===== config.mk =====
export PLATFORM = sky130hd
export DESIGN_NAME = integration_scheduler
export DESIGN_NICKNAME = d
export VERILOG_FILES = /design/src/rtl/integration_scheduler.sv
export SDC_FILE = /design/constraint.sdc
export NUM_CORES = 1
export LEC_CHECK = 0
export BUFFER_PORTS_ARGS = -buffer_cell sky130_fd_sc_hd__buf_2
export CAP_MARGIN = 20
export CORE_MARGIN = 2
export CORE_UTILIZATION = 30
export CTS_BUF_LIST = sky130_fd_sc_hd__clkbuf_2 sky130_fd_sc_hd__clkbuf_4 sky130_fd_sc_hd__clkbuf_8
export DETAILED_ROUTE_END_ITERATION = 16
export PLACE_DENSITY = 0.46
export SLEW_MARGIN = 20
export SYNTH_ARGS = -nofsm -noshare
export SYNTH_HDL_FRONTEND = slang
export SYNTH_SLANG_ARGS = --single-unit

===== constraint.sdc =====
create_clock -name clk -period 2.6 [get_ports clk]
set_input_delay 0.13 -clock clk [delete_from_list [all_inputs] [get_ports clk]]
set_output_delay 0.13 -clock clk [all_outputs]
set_load 0.01 [all_outputs]

===== src/rtl/integration_scheduler.sv =====
// Integration-period scheduler: generates the integration tick, snapshots the
// correlator bank and streams a framed, XOR-checksummed dump over valid/ready.
module integration_scheduler #(
  parameter int          RESOLUTION         = 16,
  parameter int          NUM_INPUTS         = 12,
  parameter int          NUM_CORRELATORS    = NUM_INPUTS * (NUM_INPUTS - 1) / 2,
  parameter int          INTEGRATION_CYCLES = 50000000,
  parameter logic [7:0]  HEADER             = 8'hA5,
  localparam int         SEL_W              = (NUM_CORRELATORS > 1) ? $clog2(NUM_CORRELATORS) : 1
) (
  input  logic                  clk,
  input  logic                  rst_n,
  input  logic                  enable,
  output logic                  integration_clk_pulse,
  output logic                  snapshot,
  output logic [SEL_W-1:0]      corr_sel,
  input  logic [RESOLUTION-1:0] corr_data,
  output logic [7:0]            tx_data,
  output logic                  tx_valid,
  input  logic                  tx_ready,
  output logic                  busy,
  output logic                  overrun,
  output logic [7:0]            overrun_count
);

  localparam int BYTES  = (RESOLUTION + 7) / 8;
  localparam int BIDX_W = (BYTES > 1) ? $clog2(BYTES) : 1;
  localparam int CNT_W  = $clog2(INTEGRATION_CYCLES);

  localparam logic [CNT_W-1:0]  CNT_LAST  = CNT_W'(INTEGRATION_CYCLES - 1);
  localparam logic [BIDX_W-1:0] BIDX_LAST = BIDX_W'(BYTES - 1);
  localparam logic [SEL_W-1:0]  SEL_LAST  = SEL_W'(NUM_CORRELATORS - 1);

  localparam logic [1:0] S_IDLE     = 2'd0;
  localparam logic [1:0] S_HEADER   = 2'd1;
  localparam logic [1:0] S_DATA     = 2'd2;
  localparam logic [1:0] S_CHECKSUM = 2'd3;

  logic [CNT_W-1:0]   r_icnt;
  logic [1:0]         r_state;
  logic [SEL_W-1:0]   r_corr_sel;
  logic [BIDX_W-1:0]  r_bidx;
  logic [7:0]         r_csum;
  logic [7:0]         r_ovr_cnt;

  logic               w_tick;
  logic               w_busy;
  logic               w_xfer;
  logic [BYTES*8-1:0] w_ext;
  logic [7:0]         w_data_byte;

  assign w_tick = enable && (r_icnt == CNT_LAST);
  assign w_busy = (r_state != S_IDLE);
  assign w_xfer = w_busy && tx_ready;
  assign w_ext  = (BYTES*8)'(corr_data);

  assign integration_clk_pulse = w_tick;
  assign snapshot              = w_tick && !w_busy;
  assign overrun               = w_tick && w_busy;
  assign busy                  = w_busy;
  assign tx_valid              = w_busy;
  assign corr_sel              = r_corr_sel;
  assign overrun_count         = r_ovr_cnt;

  always_comb begin
    w_data_byte = '0;
    for (int b = 0; b < BYTES; b++) begin
      if (r_bidx == BIDX_W'(b)) w_data_byte = w_ext[b*8 +: 8];
    end
  end

  // Output byte is a pure function of state so it cannot move during a stall.
  always_comb begin
    case (r_state)
      S_HEADER:   tx_data = HEADER;
      S_DATA:     tx_data = w_data_byte;
      S_CHECKSUM: tx_data = r_csum;
      default:    tx_data = 8'h00;
    endcase
  end

  always_ff @(posedge clk or negedge rst_n) begin
    if (!rst_n)                r_icnt <= '0;
    else if (!enable)          r_icnt <= '0;
    else if (r_icnt == CNT_LAST) r_icnt <= '0;
    else                       r_icnt <= r_icnt + 1'b1;
  end

  always_ff @(posedge clk or negedge rst_n) begin
    if (!rst_n) begin
      r_state    <= S_IDLE;
      r_corr_sel <= '0;
      r_bidx     <= '0;
      r_csum     <= '0;
    end else begin
      case (r_state)
        S_IDLE: begin
          if (w_tick) r_state <= S_HEADER;
        end
        S_HEADER: begin
          if (w_xfer) begin
            r_state    <= S_DATA;
            r_corr_sel <= '0;
            r_bidx     <= BIDX_LAST;
            r_csum     <= '0;
          end
        end
        S_DATA: begin
          if (w_xfer) begin
            r_csum <= r_csum ^ w_data_byte;
            if (r_bidx != '0) begin
              r_bidx <= r_bidx - 1'b1;
            end else if (r_corr_sel < SEL_LAST) begin
              r_corr_sel <= r_corr_sel + 1'b1;
              r_bidx     <= BIDX_LAST;
            end else begin
              r_state <= S_CHECKSUM;
            end
          end
        end
        S_CHECKSUM: begin
          if (w_xfer) begin
            r_state    <= S_IDLE;
            r_corr_sel <= '0;
          end
        end
        default: r_state <= S_IDLE;
      endcase
    end
  end

  always_ff @(posedge clk or negedge rst_n) begin
    if (!rst_n)                              r_ovr_cnt <= '0;
    else if (overrun && r_ovr_cnt != 8'hFF)  r_ovr_cnt <= r_ovr_cnt + 1'b1;
  end

endmodule


# Word level (Yosys, flattened, before mapping)
# Index checks and enable logic that the tools add are counted.
# op_classes
n_lt_le_gt_ge	1
n_eq_ne	13
addsub	4
bitwise	1
n_reduce_logical	14
n_mux	24
# ops
op	count
2-to-1 mux 26 bit	2
2-to-1 mux 7 bit	4
adder 26 x 1 -> 26 bit (second input constant)	1
== test 26 bit (second input constant)	1
2-to-1 mux 8 bit	3
one-hot mux 8 bit (3 select lines)	1
one-hot mux 8 bit (2 select lines)	1
inequality test 2 bit (second input constant)	7
one-hot mux 7 bit (2 select lines)	1
2-to-1 mux 2 bit	6
adder 8 x 1 -> 8 bit (second input constant)	1
inequality test 8 bit (second input constant)	1
one-hot mux 2 bit (4 select lines)	1
XOR 8 bit	1
adder 7 x 1 -> 7 bit (second input constant)	1
< comparator 7 bit (second input constant)	1
AND reduction 6 bit	1
nonzero test 2 bit	3
logical AND 1 bit	5
AND reduction 5 bit	1
== test 2 bit (second input constant)	2
2-to-1 mux 1 bit	4
AND reduction 3 bit	1
== test 2 x 1 -> 1 bit (second input constant)	1
other kinds (6)	6
# word_totals
input_bits	20
regBits	52

# Logic depth before layout (Yosys ltp)
# logic_depth
word_depth	5
ltp_mapped	9
depth_no_buf	7

# Worst setup path after synthesis
# No wires, ideal clock.
# synth_timing
path_type	flip-flop to flip-flop
start	reg r_icnt[0]
end	reg r_ovr_cnt[5] (netlist: overrun_count[5])
path_slack_ns	0.391
n_path_buf	0
stages_incl_launch_ff	7
arrival_time_ns	2.083
path_cell_list	dfrtp_1 > ha_1 > nand3_4 > or4_4 > nor3_4 > or3b_1 > xnor2_1
# synth_via
elab_chain_cells	4
# synth_lines
item	line	source
start: declaration	39	logic [CNT_W-1:0] r_icnt;
start signal: assignment	86	else r_icnt <= r_icnt + 1'b1;
== test 26 bit	52	assign w_tick = enable && (r_icnt == CNT_LAST);
logical AND 1 bit	52	
logical AND 1 bit	59	assign overrun = w_tick && w_busy;
logical AND 1 bit	134	else if (overrun && r_ovr_cnt != 8'hFF) r_ovr_cnt <= r_ovr_cnt + 1'b1;
end signal: assignment	134	
end: declaration	44	logic [7:0] r_ovr_cnt;
# Every way passes these cells.
# A chain may end at the register's enable or synchronous reset.

# Worst setup path in the final report
# layout_timing
start	reg r_icnt[0]
end	out snapshot
# layout_via
elab_chain_cells	3
# layout_lines
item	line	source
== test 26 bit	52	
logical AND 1 bit	52	
logical AND 1 bit	58	assign snapshot = w_tick && !w_busy;
end: declaration	15	output logic snapshot,
# Every way passes these cells.

==> results.md <==
- Prevailing post-synth register cell: sky130_fd_sc_hd__dfrtp_1
- Core Box Area: 9330 sq um
- Time the final worst path needs with I/O delays and setup: 2.25 ns
- Starting DRT DRC Count: 67
- Overall global routing resource usage: 13.6%
- Critical path fanouts, max: 8
- Maximum ir drop on the vdd rail: 0.000232 V
- Cells after Synth: 306
- Multi-input gate area in the final layout: 1530 sq um
- Floorplan die height: 102 um
- Cts repair resizes: 0
- Number of warnings issued by yosys: 0
- Count of input and output buffers: 47
- Crit path kind: reg -> out
- Data arrival time at the worst-slack endpoint: 2.12 ns
- Hold Path Stages: 2
- FF-to-FF setup slack: 0.39 ns
- Max Clock Skew: 0.0164 ns
- Cell type with the largest total area after synthesis: sky130_fd_sc_hd__dfrtp_1
- P&R area growth vs syn: 18.4%
- Final-layout setup total negative slack: 0 ns
- Result of the run: completed
- Worst Hold Class: in -> reg
- Endpoint of the most critical register-to-register path: corr_sel[3]
- CP Data Required Time: 2.47 ns
- Leakage power: 1.62 nW
- Maximum number of pins on one net before global-route repair: 31
- Remaining global-route overflow: 0
- Max Cap Viol: 0
- End of the worst hold path: r_icnt[6]
- Number of pins exceeding their max-slew limit in the final report: 0
- # diodes: 0
- FF-to-FF Start: r_state[1]
- Nature of the critical path startpoint: flop
- Slew at the pin closest to its max-slew limit: 0.705 ns
- Post-Route Hold Slack: 0.103 ns
- Tcrit/Tclk final: 86.4%
- Post-CTS clock slew at the launch and capture registers of the worst setup and hold paths: 0.10 ns
- Distinct cells, synth: 46
- Effective utilization at floorplan: 31.1%
- Clock tree from TritonCTS: yes
- Startpoint of the worst setup timing path: r_icnt[0]
- Number of ports placed on the die boundary: 48
- HPWL after detailed placement: 4.83 mm
- H-tree levels: 2
- Cell Area, Synth: 2900 sq um
- Final Instance Count excl. Fillers: 488
- Buffer levels on the longest clock path: 2
- Fillers: 964
- Routed wire length: 6.52 mm
- Net Count, Synth: 333
- Synth top area share: 44.8%
- Total die area: 10500 sq um
- Final net count: 385
- Number of vias per cell after detailed routing: 4.76
- Vias in the first global route: 2299
- Post-synth EDFFs: 0
- Die span in x: 102 um
- Fraction of registers with async set/reset: 100%
- Highest attainable clock frequency: 445 MHz
- Setup Viol. Count Final: 0
- Hold Violations, Final: 0
- Relative slew margins: 52.7%
- Via total after detailed routing: 2322
- Number of iterations in the first detailed-routing pass: 4
- Post-synthesis average cell area: 9.49 sq um
- Register area: 1300 sq um
- Remaining DRCs: 0
- Placer's final routability congestion estimate: 0.798
- Wire length of the first global-routing pass: 11.2 mm
- Clock latency of the later-clocked register in the worst-skew pair: 0.32 ns
- Antenna violations before repair: 0
- Average detailed-routed wire length per instance: 13.4 um
- Number of CTS-inserted buffers: 5
- Number of nets with antenna violations after detailed routing: 0
- Count of standard-cell rows: 35
- Number of clock sinks seen by CTS: 52
- Top cells by area, synth: sky130_fd_sc_hd__dfrtp_1, sky130_fd_sc_hd__nor2_1, sky130_fd_sc_hd__xor2_1, sky130_fd_sc_hd__nand2_1, sky130_fd_sc_hd__mux2_2
- Share of cells above drive strength 1: 23.7%
- Root Buffer Master: sky130_fd_sc_hd__clkbuf_8
- Sequential fraction of the synthesis area: 44.8%
- Total power density per cell area: 412 nW/um^2
- Hold path startpoint: enable
- RSZ-0062 raised after global routing: no
- Kind of capture point of the worst setup path: output pin
- Count of state elements after synthesis: 52
- Post-placement cell count: 479
- Logic depth of the worst register-to-register path: 8
[power by group]
group / switching, W / internal [W]
clock network: 0.000312 / 0.000199
registers: 0.0000128 / 0.000820
logic: 0.0000402 / 0.0000335
[flip-flops by register name, summed over array words and instances, names as in the netlist]
register       count
r_csum             8
overrun_count      8
r_icnt            26
r_bidx             1
corr_sel           7
r_state            2
[routing by layer]
layer | track usage [%] | part of all wire [%] | vias to the layer above
met5 | 0 | 0 | -
met3 | 3.01 | 4.1 | 6
met2 | 22.3 | 46 | 42
li1 | - | - | 1172
met1 | 18.2 | 49 | 1102
met4 | 3.38 | 0.78 | 0
[per-stage QoR]
| stage | cell area [sq um] | total power [W] | worst slack, ns | utilization [%] |
|---|---|---|---|---|
| 2_1_floorplan | 2900 | 0.000877 | 0.391 | - |
| 3_3_place_gp | 3330 | 0.000924 | 0.447 | 35.7 |
| 3_5_place_dp | 3330 | 0.000924 | 0.398 | 35.7 |
| 4_1_cts | 3440 | 0.00144 | 0.351 | 36.9 |
| 5_1_grt | 3440 | 0.00149 | 0.148 | 36.9 |
| 6_report | 3440 | 0.00142 | 0.354 | 36.9 |
[repair_timing]
action | CTS | global route
buffers inserted | 0 | 0
endpoints found under the setup margin | 0 | 0
hold endpoints to repair | 52 | 0
hold buffers | 1 | 0
[worst max-delay path by stage]
stage                       end  slack, ns  depth (start not counted)
6_report               snapshot       0.35                          5
5_1_grt             corr_sel[4]       0.15                          8
4_1_cts                snapshot       0.35                          5
3_5_place_dp        corr_sel[3]       0.40                          8
3_3_place_gp        corr_sel[3]       0.45                          8
2_1_floorplan  overrun_count[5]       0.39                          6
[layout by cell type, fill, tap and decap left out, types with 2 or more instances in the layout]
master,n
sky130_fd_sc_hd__and3_1,8
sky130_fd_sc_hd__nand3_1,9
sky130_fd_sc_hd__inv_1,7
sky130_fd_sc_hd__nor3_1,6
sky130_fd_sc_hd__dfrtp_1,52
sky130_fd_sc_hd__nor4b_1,2
sky130_fd_sc_hd__ha_1,7
sky130_fd_sc_hd__xor2_1,19
sky130_fd_sc_hd__a21oi_1,5
sky130_fd_sc_hd__o21ai_0,17
sky130_fd_sc_hd__a22oi_1,5
sky130_fd_sc_hd__xnor2_1,11
sky130_fd_sc_hd__nand2_1,33
sky130_fd_sc_hd__buf_2,47
sky130_fd_sc_hd__mux2i_1,8
sky130_fd_sc_hd__a31oi_1,5
sky130_fd_sc_hd__and4_1,2
sky130_fd_sc_hd__nor2_1,45
sky130_fd_sc_hd__buf_4,8
sky130_fd_sc_hd__nor4_1,3
sky130_fd_sc_hd__nand4_1,13
sky130_fd_sc_hd__nand2b_1,3
sky130_fd_sc_hd__clkbuf_8,5
sky130_fd_sc_hd__mux2_2,11
[cells by family after synthesis]
logic type	count (synthesis)	synth area share, %
xor gates and xnor gates	30	9.05
adders and majority gates	7	3.02
muxes	19	7.02
buffers and inverters	19	2.59
and+or+nand+nor	138	24.7
AOI/OAI and AO/OA	41	8.83
DFF	52	44.8
[final cells by class]
type	instances	area share, %
Clock buffer	5	2.00
Inverter	7	0.764
Clock inverter	3	0.801
Tap cell	129	4.69
Timing Repair Buffer	57	9.46
Sequential cell	52	37.8
Multi-Input combinational cell	235	44.4
[critical path: stages, from the launching register on]
cell                      delay [ns]
sky130_fd_sc_hd__dfrtp_1        0.39
sky130_fd_sc_hd__ha_1           0.24
sky130_fd_sc_hd__nand3_4        0.13
sky130_fd_sc_hd__or4_4          0.58
sky130_fd_sc_hd__nor3_1         0.28
sky130_fd_sc_hd__buf_2          0.19
[cells in the mapped netlist, types with 6 or more instances]
cell,instances
sky130_fd_sc_hd__nand2_1,33
sky130_fd_sc_hd__and3_1,8
sky130_fd_sc_hd__clkbuf_1,11
sky130_fd_sc_hd__inv_1,7
sky130_fd_sc_hd__mux2_2,11
sky130_fd_sc_hd__mux2i_1,8
sky130_fd_sc_hd__o21ai_0,17
sky130_fd_sc_hd__nand4_1,13
sky130_fd_sc_hd__dfrtp_1,52
sky130_fd_sc_hd__nor3_1,6
sky130_fd_sc_hd__xor2_1,19
sky130_fd_sc_hd__nand3_1,9
sky130_fd_sc_hd__xnor2_1,11
sky130_fd_sc_hd__nor2_1,45
sky130_fd_sc_hd__ha_1,7
Power figures use the tool's default switching activity.
